**config.mk**
```make
export PLATFORM = sky130hd
export DESIGN_NAME = dds_sweep_ctrl
export DESIGN_NICKNAME = d
export VERILOG_FILES = /design/src/rtl/dds_sweep_ctrl.sv
export SDC_FILE = /design/constraint.sdc
export NUM_CORES = 1
export LEC_CHECK = 0
export ABC_CLOCK_PERIOD_IN_PS = 6000
export CAP_MARGIN = 40
export CORE_MARGIN = 1
export CORE_UTILIZATION = 30
export CTS_CLUSTER_SIZE = 28
export DETAILED_ROUTE_END_ITERATION = 7
export PLACE_DENSITY = 0.49
export SYNTH_ARGS = -nofsm -noshare
export SYNTH_HDL_FRONTEND = slang
export SYNTH_SLANG_ARGS = --single-unit
```
**constraint.sdc**
```tcl
create_clock -name iclk -period 6 [get_ports iclk]
set_clock_uncertainty 0.1 [all_clocks]
set_input_delay 0.9 -clock iclk [delete_from_list [all_inputs] [get_ports iclk]]
set_output_delay 0.9 -clock iclk [all_outputs]
set_load 0.02 [all_outputs]
```
**src/rtl/dds_sweep_ctrl.sv**
```systemverilog
// dds_sweep_ctrl: steps a DDS frequency tuning word from start to stop in fixed
// increments, holding each value for a programmable dwell. Each new word goes to the
// phase accumulator through a valid/ack handshake. odone marks each pass end.
// Optional feature macro: DDS_SWEEP_WAVE_CYCLE_EN
//   defined   - owave_sel is an internal counter that advances on every odone
//   undefined - owave_sel is iwave_sel delayed by one register
module dds_sweep_ctrl #(
   parameter int FTW_W    = 11,
   parameter int DWELL_W  = 16,
   parameter int WAVE_NUM = 4
) (
   input  logic               iclk,
   input  logic               irst,
   input  logic               istart,
   input  logic               istop,
   input  logic               imode,
   input  logic [FTW_W-1:0]   ifreq_start,
   input  logic [FTW_W-1:0]   ifreq_stop,
   input  logic [FTW_W-1:0]   ifreq_step,
   input  logic [DWELL_W-1:0] idwell,
   input  logic [1:0]         iwave_sel,
   input  logic               iftw_ack,
   output logic [FTW_W-1:0]   oftw,
   output logic               oftw_valid,
   output logic [1:0]         owave_sel,
   output logic               obusy,
   output logic               odone
);

   typedef enum logic [1:0] {IDLE, WAIT_ACK, DWELL, STEP} state_t;

   state_t             state_q, state_d;
   logic [FTW_W-1:0]   ftw_q, ftw_d;
   logic [FTW_W-1:0]   start_q, start_d;
   logic [FTW_W-1:0]   stop_q, stop_d;
   logic [FTW_W-1:0]   step_q, step_d;
   logic [DWELL_W-1:0] dwell_q, dwell_d;
   logic [DWELL_W-1:0] cnt_q, cnt_d;
   logic               mode_q, mode_d;
   logic               down_q, down_d;
   logic               done_q, done_d;
   logic [1:0]         wave_q, wave_d;

   logic [FTW_W:0]     sum_up;
   logic [FTW_W:0]     start_plus_step;
   logic               up_ok;
   logic               down_ok;
   logic               degenerate;
   logic [FTW_W-1:0]   next_ftw;
   logic               next_down;
   logic               pass_end;

   // Next tuning word, direction and pass-end flag; one extra bit catches overflow
   always_comb begin
      sum_up          = {1'b0, ftw_q} + {1'b0, step_q};
      start_plus_step = {1'b0, start_q} + {1'b0, step_q};
      up_ok           = (sum_up <= {1'b0, stop_q});
      down_ok         = ({1'b0, ftw_q} >= start_plus_step);
      degenerate      = (start_q > stop_q) || (step_q == '0);
      next_ftw        = ftw_q;
      next_down       = down_q;
      pass_end        = 1'b0;
      if (degenerate) begin
         next_ftw = start_q;
         pass_end = 1'b1;
      end else if (!down_q) begin
         if (up_ok) begin
            next_ftw = sum_up[FTW_W-1:0];
         end else begin
            pass_end = 1'b1;
            if (!mode_q) begin
               next_ftw = start_q;
            end else begin
               next_down = 1'b1;
               if (down_ok) begin
                  next_ftw = ftw_q - step_q;
               end
            end
         end
      end else begin
         if (down_ok) begin
            next_ftw = ftw_q - step_q;
         end else begin
            pass_end  = 1'b1;
            next_down = 1'b0;
            if (up_ok) begin
               next_ftw = sum_up[FTW_W-1:0];
            end
         end
      end
   end

   // Sweep FSM: stop wins over everything, start only accepted from IDLE
   always_comb begin
      state_d = state_q;
      ftw_d   = ftw_q;
      start_d = start_q;
      stop_d  = stop_q;
      step_d  = step_q;
      dwell_d = dwell_q;
      cnt_d   = cnt_q;
      mode_d  = mode_q;
      down_d  = down_q;
      done_d  = 1'b0;
      if (istop) begin
         state_d = IDLE;
      end else begin
         case (state_q)
            IDLE: begin
               if (istart) begin
                  state_d = WAIT_ACK;
                  start_d = ifreq_start;
                  stop_d  = ifreq_stop;
                  step_d  = ifreq_step;
                  dwell_d = (idwell == '0) ? DWELL_W'(1) : idwell;
                  mode_d  = imode;
                  ftw_d   = ifreq_start;
                  down_d  = 1'b0;
               end
            end
            WAIT_ACK: begin
               if (iftw_ack) begin
                  state_d = DWELL;
                  cnt_d   = dwell_q;
               end
            end
            DWELL: begin
               if (cnt_q <= DWELL_W'(1)) begin
                  state_d = STEP;
                  cnt_d   = '0;
               end else begin
                  cnt_d = cnt_q - DWELL_W'(1);
               end
            end
            STEP: begin
               state_d = WAIT_ACK;
               ftw_d   = next_ftw;
               down_d  = next_down;
               done_d  = pass_end;
            end
            default: state_d = IDLE;
         endcase
      end
   end

`ifdef DDS_SWEEP_WAVE_CYCLE_EN
   logic unused_wave_sel;
   assign unused_wave_sel = ^iwave_sel;

   // Waveform index advances once per pass end and survives stop/restart
   always_comb begin
      wave_d = wave_q;
      if (done_d) begin
         wave_d = (wave_q == 2'(WAVE_NUM - 1)) ? 2'd0 : wave_q + 2'd1;
      end
   end
`else
   // Waveform index simply follows the external select one cycle late
   always_comb begin
      wave_d = iwave_sel;
   end
`endif

   // State and datapath registers
   always_ff @(posedge iclk or posedge irst) begin
      if (irst) begin
         state_q <= IDLE;
         ftw_q   <= '0;
         start_q <= '0;
         stop_q  <= '0;
         step_q  <= '0;
         dwell_q <= '0;
         cnt_q   <= '0;
         mode_q  <= 1'b0;
         down_q  <= 1'b0;
         done_q  <= 1'b0;
         wave_q  <= '0;
      end else begin
         state_q <= state_d;
         ftw_q   <= ftw_d;
         start_q <= start_d;
         stop_q  <= stop_d;
         step_q  <= step_d;
         dwell_q <= dwell_d;
         cnt_q   <= cnt_d;
         mode_q  <= mode_d;
         down_q  <= down_d;
         done_q  <= done_d;
         wave_q  <= wave_d;
      end
   end

   assign oftw       = ftw_q;
   assign oftw_valid = (state_q == WAIT_ACK);
   assign obusy      = (state_q != IDLE);
   assign odone      = done_q;
   assign owave_sel  = wave_q;

endmodule
```
==> flow_summary.json <==
{
  "synth_area_leader_cell": "dfrtp_1",
  "grt_start_max_net_pins": 59,
  "status": "completed",
  "synth_edf_count": 0,
  "die_x_um": 151.1,
  "h-tree-depth": 3,
  "io_buffers": 72,
  "post-cts-setup-buffers": 0,
  "initial_core_util_pct": 30.58,
  "core_area_um2": 21820,
  "grt_pass1_vias": 5571,
  "min_period_ns": 4.989,
  "clk_transition_reported_paths_ns": 0.07,
  "path_common_cell": "a21oi_1",
  "synth.distinct_cells": 63,
  "crit_type": "register to register",
  "row_count": 54,
  "first_iter_violations": 332,
  "cts_made_buffers": 9,
  "synth.area.top_cells": "dfrtp_1, ha_1, mux2_2, o21ai_0, a21oi_1",
  "worstPathRequired_ns": 6.14,
  "cp.arrival_ns": 5.13,
  "syn2layout_area_growth_pct": 19.56,
  "clockRootBuffer": "clkbuf_16",
  "antenna_found_initial": 0,
  "critical_path.cell_chain": "ha_1, fa_1, a21o_1, a21oi_1, o21bai_1, a21oi_1, o21bai_1, a21o_1, o311a_1, ha_1, a2111o_1, a211oi_1, a211oi_2, a21oi_1, a31oi_4, and2_1, a211o_1",
  "drc": 0,
  "cts_resized": 0,
  "synth_nets": 875,
  "n_antenna_cell": 0,
  "final_hold_viol_count": 0,
  "cts_hold_buffers": 0,
  "ys_ff_latch": 83,
  "dp_hpwl_um": 15050,
  "cts_buffer_depth": 2,
  "grt_pass1_wl_um": 31080,
  "synthesis.area_um2": 6673,
  "wl_um": 19630,
  "vias": 5680,
  "worstSkewPairLatency_ns": 0.36,
  "period_share_pct": 83.14,
  "synth_top_area_share_pct": 31.13,
  "hp-class": "register to register",
  "ant_nets": 0,
  "crit_path_max_incr_delay_ns": 0.44,
  "finalSetupViolCount": 0,
  "die_area_um2": 22840,
  "holdPathStages": 2,
  "routed_via_density": 5.206,
  "place.gp.congestion": 0.8232,
  "max_cap_violations": 0,
  "startpoint_type": "register",
  "synth_area_per_cell_um2": 8.969,
  "track_usage_pct": 18.02,
  "max_freq_mhz": 200.5,
  "r2r_slack_ns": 1.01,
  "rr_worst_depth": 17,
  "tightestPinTransition_ns": 0.7730,
  "seq_area_frac_synth_pct": 31.13,
  "drive_above_1_share_pct": 11.34,
  "post_drt_wl_per_cell_um": 17.99,
  "ioPinCount": 73,
  "clock_sinks": 83,
  "slew_headroom_pct": 48.46,
  "async_reset_ff_share_pct": 100.0,
  "dr.pass1.iters": 5,
  "overflow": 0,
  "cp-end-kind": "register",
  "synth_ff_type": "dfrtp_1",
  "die_y_um": 151.1,
  "rsz0062_at_grt": "no",
  "tns_ns": 0,
  "synth_cells": 744,
  "slowest_stage": "dfrtp_1",
  "ys_warn_count": 0,
  "path_max_fanout": 19,
  "drv_slew": 0,
  "cts_tree": "yes",
  "fin_nets": 937
}
-- cells in the mapped netlist (all sizes together), types with 3 or more instances --
| master | number |
|---|---|
| ha | 71 |
| fa | 3 |
| inv | 60 |
| nor4 | 10 |
| a21o | 11 |
| o311a | 3 |
| nor3b | 3 |
| nand2b | 11 |
| a211o | 3 |
| clkbuf | 21 |
| xor2 | 4 |
| nand3b | 3 |
| nor3 | 29 |
| nand2 | 36 |
| a2111oi | 3 |
| a21oi | 45 |
| nand4 | 7 |
| o21bai | 5 |
| o21ai | 51 |
| nor2 | 57 |
| o211ai | 7 |
| a22oi | 5 |
| nor2b | 12 |
| o2111a | 3 |
| or3 | 5 |
| mux2i | 14 |
| o31ai | 6 |
| a41oi | 3 |
| xnor2 | 17 |
| o21a | 5 |
| or2 | 8 |
| mux2 | 48 |
| buf | 8 |
| and3 | 8 |
| a32oi | 3 |
| nand3 | 23 |
| dfrtp | 83 |
| o22ai | 5 |
| a31oi | 12 |
| o31a | 4 |
| a211oi | 9 |
-- registers in the layout (all words and copies together), names as in the netlist, 2 cells and up --
name	flops
cnt_q	16
step_q	11
dwell_q	16
stop_q	11
start_q	11
state_q	2
owave_sel	2
oftw	11
-- layer usage --
layer | GRT usage, % | part of all wire, % | vias to the layer above
met5 | 0 | 0 | -
met4 | 4.500 | 1.4 | 0
met3 | 3.193 | 3.4 | 17
met2 | 28.51 | 45 | 98
met1 | 25.22 | 50 | 2717
li1 | - | - | 2848
-- worst max-delay path, delay by kind of cell (launching register included) --
| family | cells | cell delay [ns] |
|---|---|---|
| compound gates | 13 | 3.13 |
| fa+ha+maj | 3 | 0.92 |
| flops | 1 | 0.44 |
| simple gates | 1 | 0.28 |
-- path summary, 6_finish.rpt --
path,to,start
min,cnt_q[9]$_DFFE_PP0P_,cnt_q[9]$_DFFE_PP0P_
min reg2reg,cnt_q[9]$_DFFE_PP0P_,cnt_q[9]$_DFFE_PP0P_
max in group asynchronous,step_q[0]$_DFFE_PP0P_,irst
max,oftw[0]$_DFFE_PP0P_,step_q[0]$_DFFE_PP0P_
min in group asynchronous,owave_sel[1]$_DFF_PP0_,irst
max reg2reg,oftw[0]$_DFFE_PP0P_,step_q[0]$_DFFE_PP0P_
-- layout by cell type (no fill, tap or decap), types with 5 or more instances in the layout --
| cell | n |
|---|---|
| nand2_1 | 36 |
| o31ai_1 | 5 |
| o21bai_1 | 5 |
| nor2b_1 | 12 |
| a21oi_1 | 45 |
| a22oi_1 | 5 |
| nand2b_1 | 11 |
| nand3_1 | 22 |
| nor2_1 | 57 |
| a211oi_1 | 8 |
| or2_2 | 7 |
| a31oi_1 | 11 |
| dfrtp_1 | 83 |
| o22ai_1 | 5 |
| buf_4 | 5 |
| mux2_2 | 48 |
| nand4_1 | 7 |
| o21a_1 | 5 |
| xnor2_1 | 17 |
| mux2i_1 | 14 |
| a21o_1 | 11 |
| or3_1 | 5 |
| o211ai_1 | 7 |
| clkdlybuf4s50_1 | 72 |
| inv_1 | 58 |
| ha_1 | 71 |
| and3_1 | 8 |
| clkbuf_16 | 9 |
| nor4_1 | 10 |
| nor3_1 | 29 |
| o21ai_0 | 50 |
-- logic make-up after synthesis --
kind of cell               Yosys count  synth area share (%)
muxes                               62                 10.20
DFF                                 83                 31.13
adders and majority gates           74                 14.21
and+or+nand+nor                    216                 16.09
xor gates and xnor gates            21                 2.756
AOI/OAI and AO/OA                  199                 20.10
buffers and inverters               89                 5.513
-- layout make-up --
cell class / instances / area [um^2]
Timing Repair Buffer: 80 / 784.5
Tap cell: 280 / 350.3
Clock inverter: 7 / 81.33
Clock buffer: 9 / 225.2
Sequential cell: 83 / 2077
Inverter: 60 / 226.5
Multi-Input combinational cell: 572 / 4233
Fill cell: 2262 / 13850
-- metrics by stage --
stage	cell area [um^2]	cells	setup WS, ns	hold slack, ns	util, %
final	7978	1091	1.011	0.3787	36.56
after global routing	7978	1091	0.5818	0.4108	36.56
after CTS	7978	1091	0.9846	0.3817	36.56
after floorplan	6673	744	1.498	0.3403	-
after detailed placement	7671	1075	1.015	0.3655	35.15
after global placement	7645	1072	1.075	0.3620	35.03
Power is left out: the tool's default activity adds up to more than one toggle a clock period on the data nets, which glitch-free logic cannot reach.
==> variant 1: new RTL, same flow settings <==
Build with the macro `DDS_SWEEP_WAVE_CYCLE_EN` defined.
--- a/src/rtl/dds_sweep_ctrl.sv
+++ b/src/rtl/dds_sweep_ctrl.sv
@@ -6,2 +6,4 @@
 //   undefined - owave_sel is iwave_sel delayed by one register
+`define DDS_SWEEP_WAVE_CYCLE_EN
+
 module dds_sweep_ctrl #(
Behaviour: not the same (Yosys sat finds a counterexample within 4 cycles, from zero or initial values and one cycle with irst high).
==> variant 1 against the unedited design <==
Worst setup slack got worse by 170 ps. Sequential cell count is the same. First-iteration DRC count shrank 9.6%. Wire length fell by 8.7%. Synthesized cell count shrank 8.2%. Fmax fell by 3.2%. Final area down 2.9%. Synthesized area fell by 3.6%. Utilization grew 0.28 points. Critical endpoint is now oftw[6]. Highest routed layer unchanged.
Power is left out: the tool's default activity adds up to more than one toggle a clock period on the data nets, which glitch-free logic cannot reach.
==> variant 1: results (changes against the unedited design) <==
- Status: complete, no violations (unchanged)
- Layout Nets: 879 (was 937)
- Vias/cell: 5.228 (was 5.206)
- Mux contribution to synthesized area: 12.92% (was 10.20%)
- GPL Wtd Cong: 0.8070 (was 0.8232)
- Adder-cell area share of the yosys netlist: 14.94% (was 14.21%)
- Ranking of synthesized cells by area: dfrtp_1 (32%), ha_1 (14%), mux2_2 (9.5%) (was dfrtp_1 (31%), ha_1 (13%), mux2_2 (8.1%))
- Non-clock buffer share: 9.728% (was 9.834%)
- Number of sequential cells: 83 (unchanged)
- GR Layer Usage met3: 2.301% (was 3.193%)
- Placed cell area: 7420 um2 (was 7671 um2)
- HPWL Detailed: 13.61 mm (was 15.05 mm)
- Die area: 22030 um2 (was 22840 um2)
- Port Buffers: 70 (was 72)
- Clk cell area share: 4.169% (was 3.843%)
- Post-synthesis sequential area ratio: 32.30% (was 31.13%)
- Critical path endpoint: oftw[6] (was oftw[0])
- Share of layout cells above drive strength 1: 11.58% (was 11.34%)
- CP max-delay cell: fa_1 (was dfrtp_1)
- GRT met2 Usage: 26.57% (was 28.51%)
- Finished Cell Area: 7742 um2 (was 7978 um2)
- Cells after synthesis: 683 (was 744)
- Setup WS pre-CTS: 851.1 ps (was 1015 ps)
- Tot GR Track Use: 17.04% (was 18.02%)
- Synthesized netlist net count: 815 (was 875)
- Inverters: 54 (was 60)
- Synth Area in Compound Gates: 19.32% (was 20.10%)
- Buffers excl. clock: 77 (was 80)
- Hold endpoint: cnt_q[14] (was cnt_q[9])
- DRT met1 WL: 8.806 mm (was 9.763 mm)
- Wire per inst: 17.47 um (was 17.99 um)
- Multi-input combinational area share: 52.20% (was 53.06%)
- Fillers: 2098 (was 2262)
- Worst R2R Path Depth: 18 (was 17)
- Crit-path max FO: 17 (was 19)
- Synth cell count leaders: dfrtp_1 (83), ha_1 (72), mux2_2 (54) (was dfrtp_1 (83), ha_1 (71), inv_1 (59))
==> variant 1: changes by cell type in the layout (fill, tap and decap cells not counted), sizes merged, moves of 4 or more <==
cell / before / now
or2: 8 / 3
nor3: 29 / 13
nand2: 36 / 22
mux2i: 14 / 20
o21a: 5 / 11
xnor2: 17 / 24
nand2b: 11 / 7
nand3: 23 / 11
inv: 62 / 54
a211oi: 9 / 4
nand4: 7 / 3
nor2: 57 / 51
a21oi: 45 / 52
mux2: 48 / 56
==> variant 1: kinds of logic after synthesis <==
kind of cell	after synthesis
flops	83
compound gates	191
mux	76
fa+ha+maj	75
simple gates	149
buf+inv	78
xor+xnor	31
==> variant 1: critical path: cells and delay by family (launching register included) <==
kind / cells / cell delay [ps]
xor+xnor: 1 / 350
buf+inv: 3 / 640
compound gates: 10 / 2090
fa+ha+maj: 2 / 840
flops: 1 / 500
simple gates: 2 / 500
==> variant 2: new RTL, config.mk and constraints unchanged <==
Made on the original files. Re-encode `state_t` (4 states) as Gray code, 2 bits wide.
--- a/src/rtl/dds_sweep_ctrl.sv
+++ b/src/rtl/dds_sweep_ctrl.sv
@@ -29,3 +29,3 @@
 
-   typedef enum logic [1:0] {IDLE, WAIT_ACK, DWELL, STEP} state_t;
+   typedef enum logic [1:0] {IDLE = 2'b00, WAIT_ACK = 2'b01, DWELL = 2'b11, STEP = 2'b10} state_t;
 
Check against the original RTL: no difference found for any inputs over 4 cycles, from zero or initial values and one cycle with irst high; so few cycles prove little.
==> variant 2 against the unedited design <==
Final cell count down 5.3%. Global-route usage up 0.37 points. Via count down 3.0%. Sequential cell count unchanged. Worst setup slack worse by 140 ps. Synthesized area down 6.5%. Final area down 5.9%. Sequential share of layout area up 1.6 points. Wire length down 3.9%. Synthesized cell count down 6.5%.
==> variant 2: results (changes against the unedited design) <==
- Register clock-pin slew on the reported worst setup and hold paths: 70 ps (about the same)
- R2R Path Start: step_q[0] (unchanged)
- Crit path largest cell delay: 540 ps (was 440 ps)
- Root buffer cell: clkbuf_16 (unchanged)
- TritonRoute pass-1 iters: 5 (unchanged)
- Adder-cell area share of the yosys netlist: 14.41% (was 14.21%)
- Mux contribution to synthesized area: 6.280% (was 10.20%)
- Worst-Margin Slew: 852.6 ps (was 773.0 ps)
- Share of layout cells above drive strength 1: 9.961% (was 11.34%)
- Top flop regs: cnt_q (16), dwell_q (16) (unchanged)
- Critical Path AT: 5260 ps (was 5130 ps)
- Clk buf depth: 2 (unchanged)
- Post-CTS repair timing setup buffer count: 0 (unchanged)
- Hold Path Stages: 2 (unchanged)
- Post-Synth XOR/XNOR Area: 2.949% (was 2.756%)
- Ranking of synthesized cells by area: dfrtp_1 (33%), ha_1 (13%), o21ai_0 (5.5%) (was dfrtp_1 (31%), ha_1 (13%), mux2_2 (8.1%))
- Setup crit start: step_q[0] (unchanged)
- Vias in the first global route: 5626 (was 5571)
- Vias/cell: 5.331 (was 5.206)
- Hold Path Class: reg2reg (unchanged)
- Crit path max-delay family: compound AO/OA/AOI/OAI gates (unchanged)
- Post-synthesis sequential area ratio: 33.31% (was 31.13%)
- VDD IR max: 0.0002008 V
- Synthesized netlist net count: 823 (was 875)
- Leakage power: 3.166 nW
- Inserted Clock Buffers: 9 (unchanged)
- Port Buffers: 72 (unchanged)
- Synth Area in Compound Gates: 22.57% (was 20.10%)
- Initial antenna violation count: 0 (unchanged)
- Synth cell count leaders: dfrtp_1 (83), o21ai_0 (69), ha_1 (67) (was dfrtp_1 (83), ha_1 (71), inv_1 (59))
- N_diodes: 0 (unchanged)
- Yosys warning count: 0 (unchanged)
- Placed cell area: 7227 um2 (was 7671 um2)
- Crit-path max FO: 17 (was 19)
- Netlist cell types: 70 (was 63)
- Reg power frac: 25.9%
- Wire per inst: 18.25 um (was 17.99 um)
- GPL Wtd Cong: 0.9025 (was 0.8232)
- Min-delay src: cnt_q[3] (was cnt_q[9])
- CP max-delay cell: a41oi_4 (was dfrtp_1)
- HPWL Detailed: 14.43 mm (was 15.05 mm)
- WHS: 394.2 ps (was 378.7 ps)
- Global-route wire length before repair: 30.84 mm (was 31.08 mm)
- Tot GR Track Use: 18.39% (was 18.02%)
- Status: complete, no violations (unchanged)
- Net Sw Frac: 46.09%
- Initial detailed-routing violation count: 361 (was 332)
- EDFF count, synth: 0 (unchanged)
- Reg2Reg Setup Slack: 870 ps (was 1010 ps)
- Layout Nets: 885 (was 937)
- Ys async rst share: 100.0% (unchanged)
- H-tree Lvls: 3 (unchanged)
- Hold endpoint: cnt_q[3] (was cnt_q[9])
- Largest net degree at the start of global routing: 74 (was 59)
- Critical path endpoint: oftw[10] (was oftw[0])
- # resized after CTS: 0 (unchanged)
- Worst R2R Path Depth: 18 (was 17)
==> variant 2: metrics by stage <==
step | total power, W | std cells | worst slack, ps | utilization (%)
detailed placement | 0.002762 | 1017 | 898.9 | 35.60
CTS | 0.003326 | 1033 | 858.8 | 36.98
global placement | 0.002720 | 1015 | 1084 | 35.52
global route | 0.003599 | 1033 | 526.5 | 36.98
finish | 0.003320 | 1033 | 873.3 | 36.98
floorplan | 0.002196 | 696 | 1719 | -
==> variant 2: metal layers <==
layer | track usage [%] | vias to the layer above | share of wire [%]
li1 | - | 2668 | -
met1 | 25.79 | 2669 | 48
met2 | 29.24 | 146 | 46
met3 | 2.500 | 24 | 4.5
met4 | 5.573 | 0 | 1.7
met5 | 0 | - | 0
==> variant 2: final cells by class <==
cell class / instances / area (um2)
timing repair buffer: 78 / 768.2
tap: 270 / 337.8
fill: 2083 / 12790
multi-input combinational: 535 / 3851
clock buffer: 10 / 239.0
inverter: 51 / 192.7
sequential: 83 / 2077
clock inverter: 6 / 40.04
